===== src/rtl/lc3_panel_loader.sv =====
// lc3_panel_loader: front-panel memory writer for the LC-3 board.
// The operator latches an address from the switches, then commits data words;
// each word goes out on the direct memory data-in port and the address advances.
//
// state | meaning
// IDLE  | loader inactive, memory port released
// READY | address latched, waiting for a write, a new address or exit
// WRITE | mem_we raised, addr/data held until mem_ack is sampled
module lc3_panel_loader #(
  parameter int DEBOUNCE_CYCLES = 16,
  parameter int CNT_W           = 16
) (
  input  logic        clk,
  input  logic        rst_n,
  input  logic [15:0] sw,
  input  logic [2:0]  key_n,
  input  logic        mem_ack,
  output logic [15:0] mem_addr,
  output logic [15:0] mem_wdata,
  output logic        mem_we,
  output logic [15:0] cur_addr,
  output logic [15:0] write_count,
  output logic        active,
  output logic [1:0]  state
);

  typedef enum logic [1:0] {
    IDLE  = 2'd0,
    READY = 2'd1,
    WRITE = 2'd2
  } state_t;

  // The debounced level flips on the edge where the mismatch counter would
  // reach DEBOUNCE_CYCLES, so compare against one less.
  localparam logic [CNT_W-1:0] DB_LAST = CNT_W'(DEBOUNCE_CYCLES - 1);

  logic [2:0] sync_a;
  logic [2:0] sync_b;
  logic [2:0] key_pulse;

  // Two-flop synchroniser on the raw buttons; released level is 1.
  always_ff @(posedge clk) begin
    if (!rst_n) begin
      sync_a <= 3'b111;
      sync_b <= 3'b111;
    end else begin
      sync_a <= key_n;
      sync_b <= sync_a;
    end
  end

  for (genvar k = 0; k < 3; k++) begin : g_deb
    logic [CNT_W-1:0] cnt;
    logic             deb;
    logic             pulse;

    // Per-key debounce: count consecutive mismatch cycles, flip when long
    // enough, and emit a one-cycle pulse on a press (1 -> 0) flip.
    always_ff @(posedge clk) begin
      if (!rst_n) begin
        cnt   <= '0;
        deb   <= 1'b1;
        pulse <= 1'b0;
      end else begin
        pulse <= 1'b0;
        if (sync_b[k] == deb) begin
          cnt <= '0;
        end else if (cnt == DB_LAST) begin
          cnt   <= '0;
          deb   <= sync_b[k];
          pulse <= ~sync_b[k];
        end else begin
          cnt <= cnt + 1'b1;
        end
      end
    end

    assign key_pulse[k] = pulse;
  end

  state_t      st_q;
  state_t      st_d;
  logic [15:0] cur_d;
  logic [15:0] addr_d;
  logic [15:0] wdata_d;
  logic [15:0] cnt_d;
  logic        we_d;

  // State and output registers.
  always_ff @(posedge clk) begin
    if (!rst_n) begin
      st_q        <= IDLE;
      cur_addr    <= '0;
      mem_addr    <= '0;
      mem_wdata   <= '0;
      mem_we      <= 1'b0;
      write_count <= '0;
    end else begin
      st_q        <= st_d;
      cur_addr    <= cur_d;
      mem_addr    <= addr_d;
      mem_wdata   <= wdata_d;
      mem_we      <= we_d;
      write_count <= cnt_d;
    end
  end

  // Next-state logic; key pulses arriving during WRITE are simply not looked at.
  always_comb begin
    st_d    = st_q;
    cur_d   = cur_addr;
    addr_d  = mem_addr;
    wdata_d = mem_wdata;
    we_d    = mem_we;
    cnt_d   = write_count;
    unique case (st_q)
      IDLE: begin
        if (key_pulse[0]) begin
          cur_d = sw;
          st_d  = READY;
        end
      end
      READY: begin
        if (key_pulse[0]) begin
          cur_d = sw;
        end else if (key_pulse[1]) begin
          addr_d  = cur_addr;
          wdata_d = sw;
          we_d    = 1'b1;
          st_d    = WRITE;
        end else if (key_pulse[2]) begin
          st_d = IDLE;
        end
      end
      WRITE: begin
        if (mem_ack) begin
          we_d  = 1'b0;
          cur_d = cur_addr + 16'd1;
          if (write_count != 16'hFFFF) begin
            cnt_d = write_count + 16'd1;
          end
          st_d = READY;
        end
      end
      default: begin
        st_d = IDLE;
        we_d = 1'b0;
      end
    endcase
  end

  assign active = (st_q != IDLE);
  assign state  = st_q;

endmodule


===== config.mk =====
export PLATFORM = sky130hd
export DESIGN_NAME = lc3_panel_loader
export DESIGN_NICKNAME = d
export VERILOG_FILES = /design/src/rtl/lc3_panel_loader.sv
export SDC_FILE = /design/constraint.sdc
export NUM_CORES = 1
export LEC_CHECK = 0
export BUFFER_PORTS_ARGS = -buffer_cell sky130_fd_sc_hd__buf_2
export CAP_MARGIN = 20
export CORE_UTILIZATION = 59
export DETAILED_ROUTE_END_ITERATION = 6
export MAX_ROUTING_LAYER = met4
export PLACE_DENSITY = 0.83
export SYNTH_ARGS = -nofsm -noshare
export SYNTH_HDL_FRONTEND = slang
export SYNTH_SLANG_ARGS = --single-unit

===== constraint.sdc =====
create_clock -name clk -period 3.45 [get_ports clk]
set_input_delay 0.69 -clock clk [delete_from_list [all_inputs] [get_ports clk]]
set_output_delay 0.69 -clock clk [all_outputs]
set_load 0.03 [all_outputs]

-- Yosys cells after proc, flatten, opt, wreduce, memory -nomap -nowiden
Index checks and enable logic that the tools add are counted.
- reductions and logical operators: 18
- eq/ne operators: 15
- $add $sub $neg: 5
- bitwise gates (word level): 12
- multiplexer cells: 13
- operator list (cell ; number):
    $add A16 B1 Y16 const B ; 5
    $eq A16 B4 Y1 const B ; 3
    $mux W16 ; 2
    $pmux W16 S2 ; 1
    $reduce_or A3 Y1 ; 6
    $ne A16 B16 Y1 const B ; 1
    $not A1 Y1 ; 12
    $mux W2 ; 5
    $reduce_and A3 Y1 ; 3
    $ne A2 B2 Y1 const B ; 4
    $reduce_and A4 Y1 ; 2
    $pmux W2 S3 ; 1
    $reduce_and A2 Y1 ; 3
    $reduce_bool A2 Y1 ; 2
    $eq A1 B1 Y1 ; 3
    $mux W1 ; 3
    $ne A3 B3 Y1 const B ; 1
    $pmux W1 S3 ; 1
    $eq A2 B1 Y1 const B ; 1
    $eq A2 B2 Y1 const B ; 1
    $logic_not A2 Y1 ; 1
    $ne A2 B1 Y1 const B ; 1
    $reduce_or A2 Y1 ; 1
- output and inout bits: 68
- bits in registers: 127

-- Depth between registers and ports, before layout
- depth after elaboration: 4
- mapped depth: 7

-- Worst setup path before layout
OpenSTA, ideal clock, no wires.
- kind: input-to-reg
- start point: in mem_ack
- end point: reg write_count[15]
- stages: 5
- data required time: 3.359 ns
- setup slack: 1.595 ns
- arrival: 1.764 ns
- buffers on the path: 1
- library setup time: 0.091 ns
- cell sequence: clkbuf_1 nand3b_1 nor4_4 a31oi_1 a311oi_1
- word-level cells in the longest chain between the ends: 1
- ends and longest elaborated chain (item ; RTL line ; text):
    from (decl) ; 17 ; input logic mem_ack,
    $reduce_and A3 Y1 (no source line) ; -- ;
    to (signal assigned) ; 104 ; write_count <= cnt_d;
    to (decl) ; 22 ; output logic [15:0] write_count,
No other way between the ends.
A chain may end at the register's enable or synchronous reset.

-- Worst setup path in the final report
- start point: reg st_q[1], in the netlist state[1]
- end point: out active
- word-level cells in the longest chain between the ends: 1
- ends and longest elaborated chain (item ; RTL line ; text):
    from (decl) ; 81 ; state_t st_q;
    from (signal assigned) ; 99 ; st_q <= st_d;
    $reduce_bool A2 Y1 ; 152 ; assign active = (st_q != IDLE);
    to (decl) ; 23 ; output logic active,
No other way between the ends.

==> qor.yml <==
run_status:
  status: "complete, but fails checks"
  violations: "DRC"
synth:
  synth_fa_ha_area_share_pct: 1.160
  syn-cell-area_mm2: 0.005395
  synth_xor_area_share_pct: 8.442
  ys_seq_elements: 127
  synth_compound_area_share_pct: 11.29
  synth_top_family_by_area: "simple AND/OR/NAND/NOR gates"
  avgSynthCellArea_um2: 8.288
  synth_flop_cell: "dfxtp_1"
  syn_inst: 651
  synth_edf_count: 0
  synth_nets: 678
  ys_types: 51
  synthSimpleGateAreaFrac_pct: 27.76
  yosysWarningCount: 0
  synthMuxAreaShare_pct: 1.136
  ys_seq_area_share_pct: 47.12
  synthArstFlopShare_pct: 0
drt:
  initialDrtViolationCount: 306
  num_vias: 4932
  wirelength_um: 12730
  routed_via_density: 5.782
  ant_nets: 0
  firstDrtPassIters: 7
  avgRoutedWirePerCell_um: 14.93
  drc: 18
place:
  io_buffers: 89
  preCtsSetupSlack_ps: 1481
  place.gp.congestion: 0.8670
  dp.final_hpwl_um: 8070
  dp_cells: 821
power_and_ir_drop:
  power.density_mw_per_mm2: 525.4
  power_w: 0.003429
  p_comb_share_pct: 1.5
  pwr-share-seq_pct: 43.0
  switching_share_pct: 19.58
  p_int_w: 0.002758
  p_clk_share_pct: 55.5
  max-vdd-ir-drop_mv: 0.3656
  p_sw_w: 0.0006713
  p_leak_nw: 2.572
sta:
  setup_ws_ps: 1344
  finalHoldViolations: 0
  drv_slew: 0
  grt_setup_unrepaired: "no"
  worstMarginPinSlew_ps: 1038
  finClkSkew_ps: 7.858
  period_needed_ps: 2106
  relSlewSlack_pct: 30.79
  fmax_mhz: 474.9
  fin_tns_setup_ps: 0
  setup_viol: 0
  holdWs_ps: 368.9
  finalCritPeriodShare_pct: 61.04
global_routing:
  overflow: 0
  met3_usage_pct: 7.194
  use_met2_pct: 48.17
  grt_max_degree: 61
  grt.busiest_layer: "met2"
  antenna_found_initial: 0
  track_usage_pct: 29.03
  first_global_vias: 4676
  grt_first_pass_wirelength_um: 21610
  met1_usage_pct: 33.00
clock_network:
  root_buffer: "clkbuf_8"
  postCtsSetupRepairBufs: 0
  clock_sinks: 127
  tritoncts: "yes"
  cts-resized-gates: 0
  ctsHoldBuffers: 0
  cts_made_buffers: 17
  clkTransAtPathRegs_ps: 60
  ctsHtreeMaxLevel: 4
  clk_path_buf_depth: 2
  worstSkewPairLatency_ps: 520
setup_path:
  critPathSlowestCell: "dfxtp_1"
  critPathLaunch: "state[1]"
  start_kind: "flip-flop"
  cp.depth: 2
  path_cells: "or2_2 > buf_2"
  r2r_end: "cur_addr[6]"
  r2r_cells: 7
  rr_startpoint: "state[1]"
  ff2ff_setup_slack_ps: 1520
  cp_max_fo: 10
  worstSetupEndpointType: "output pin"
  cpLargestDelayFamily: "flip-flops"
  cp-endpoint: "active"
  slowest_delay_ps: 400
  setup.worst_path.class: "reg -> out"
  path_buf_inv: 1
  critical_path_arrival_ps: 1420
  worst_ep_required_time_ps: 2760
floorplan:
  die_height_um: 97.63
  die_w_um: 97.63
  core_mm2: 0.008806
  top_level_ports: 90
  start_util_pct: 61.27
  fp.dieArea_mm2: 0.009531
  rows: 34
layout:
  drive_gt1_share_pct: 17.72
  area_delta_synth_final_pct: 20.96
  fillerInstances: 617
  regArea_mm2: 0.002542
  n_antenna_cell: 0
  multi_input_area_mm2: 0.002691
  finalNetCount: 759
  instances_no_fill: 853
  final_common_cell: "dfxtp_1"
  layout_common_cells: "127 x dfxtp_1, 95 x nand2_1, 93 x nor2_1"
min_path:
  hold_path.startpoint: "key_n[2]"
  hp-class: "in -> reg"
flow_run:
  maxCapViolations: 0
==> worst min-delay path by stage <==
stage,endpoint,cells past startpoint
after floorplan,sync_b[0],1
after global routing,sync_a[0],2
final,sync_a[2],2
after detailed placement,sync_b[2],1
after global placement,sync_b[1],1
after CTS,sync_a[2],2
==> cell families (layout without fill, tap and decap cells) <==
family,after synthesis,in the layout
and+or+nand+nor,319,319
DFF,127,127
AOI/OAI and AO/OA,100,100
xor gates and xnor gates,52,52
buffers and inverters,42,136
muxes,6,6
adders and majority gates,5,5
==> metrics by stage <==
step	cell area (um^2)	util, %
finish	6526	74.11
global route	6526	74.11
CTS	6526	74.11
detailed placement	5886	66.84
global placement	5886	66.84
floorplan	5395	-
==> layer usage <==
layer  up-vias  part of all wire, %  wire length [um]
li1       2404                    -                 -
met1      2324                   42              5326
met2       173                   50              6424
met3        31                  5.8               738
met4         0                  1.9               245
met5         -                    0                 0
==> power by group through the flow <==
stage	Sequential, W	Combinational, W	Clock, W
after CTS	0.00147	0.0000516	0.00191
after global routing	0.00147	0.0000569	0.00200
after floorplan	0.00151	0.0000291	0
final	0.00147	0.0000524	0.00190
after global placement	0.00151	0.0000499	0
after detailed placement	0.00151	0.0000505	0
==> cells in the mapped netlist (5+ instances only) <==
cell	number	area share, %
nand2_1	95	6.6
and3_1	13	1.5
nand2b_1	6	0.70
nor4_1	12	1.4
mux2i_1	5	0.93
xnor2_1	20	3.2
nand3_1	41	3.8
o21ai_0	12	1.1
nor2_1	93	6.5
xor2_1	32	5.2
nor3_1	12	1.1
dfxtp_1	127	47
inv_1	10	0.70
clkbuf_1	26	1.8
nand4_1	21	2.4
a21oi_1	52	4.8
ha_1	5	1.2
==> layout make-up <==
type	instances	share of cell area, %
clock buffers	23	7.458
repair buffers	93	7.285
flip-flops and latches	127	38.96
inverters	11	0.6327
well taps	108	2.071
clock inverters	9	2.358
multi-input cells	482	41.24
==> worst register-to-register path, delay by kind of cell (launching register included) <==
kind | cells | cell delay (ps)
AO/OA/AOI/OAI | 3 | 700
buffers and inverters | 2 | 480
flip-flops | 1 | 400
AND/OR/NAND/NOR | 2 | 230
==> registers in the layout (all words and copies together) (netlist names) <==
register	flops
cur_addr	16
g_deb.cnt	48
g_deb.deb	3
g_deb.pulse	3
mem_addr	16
mem_wdata	16
mem_we	1
state	2
sync_a	3
sync_b	3
write_count	16
No activity file was read; power rests on OpenSTA's default activity.
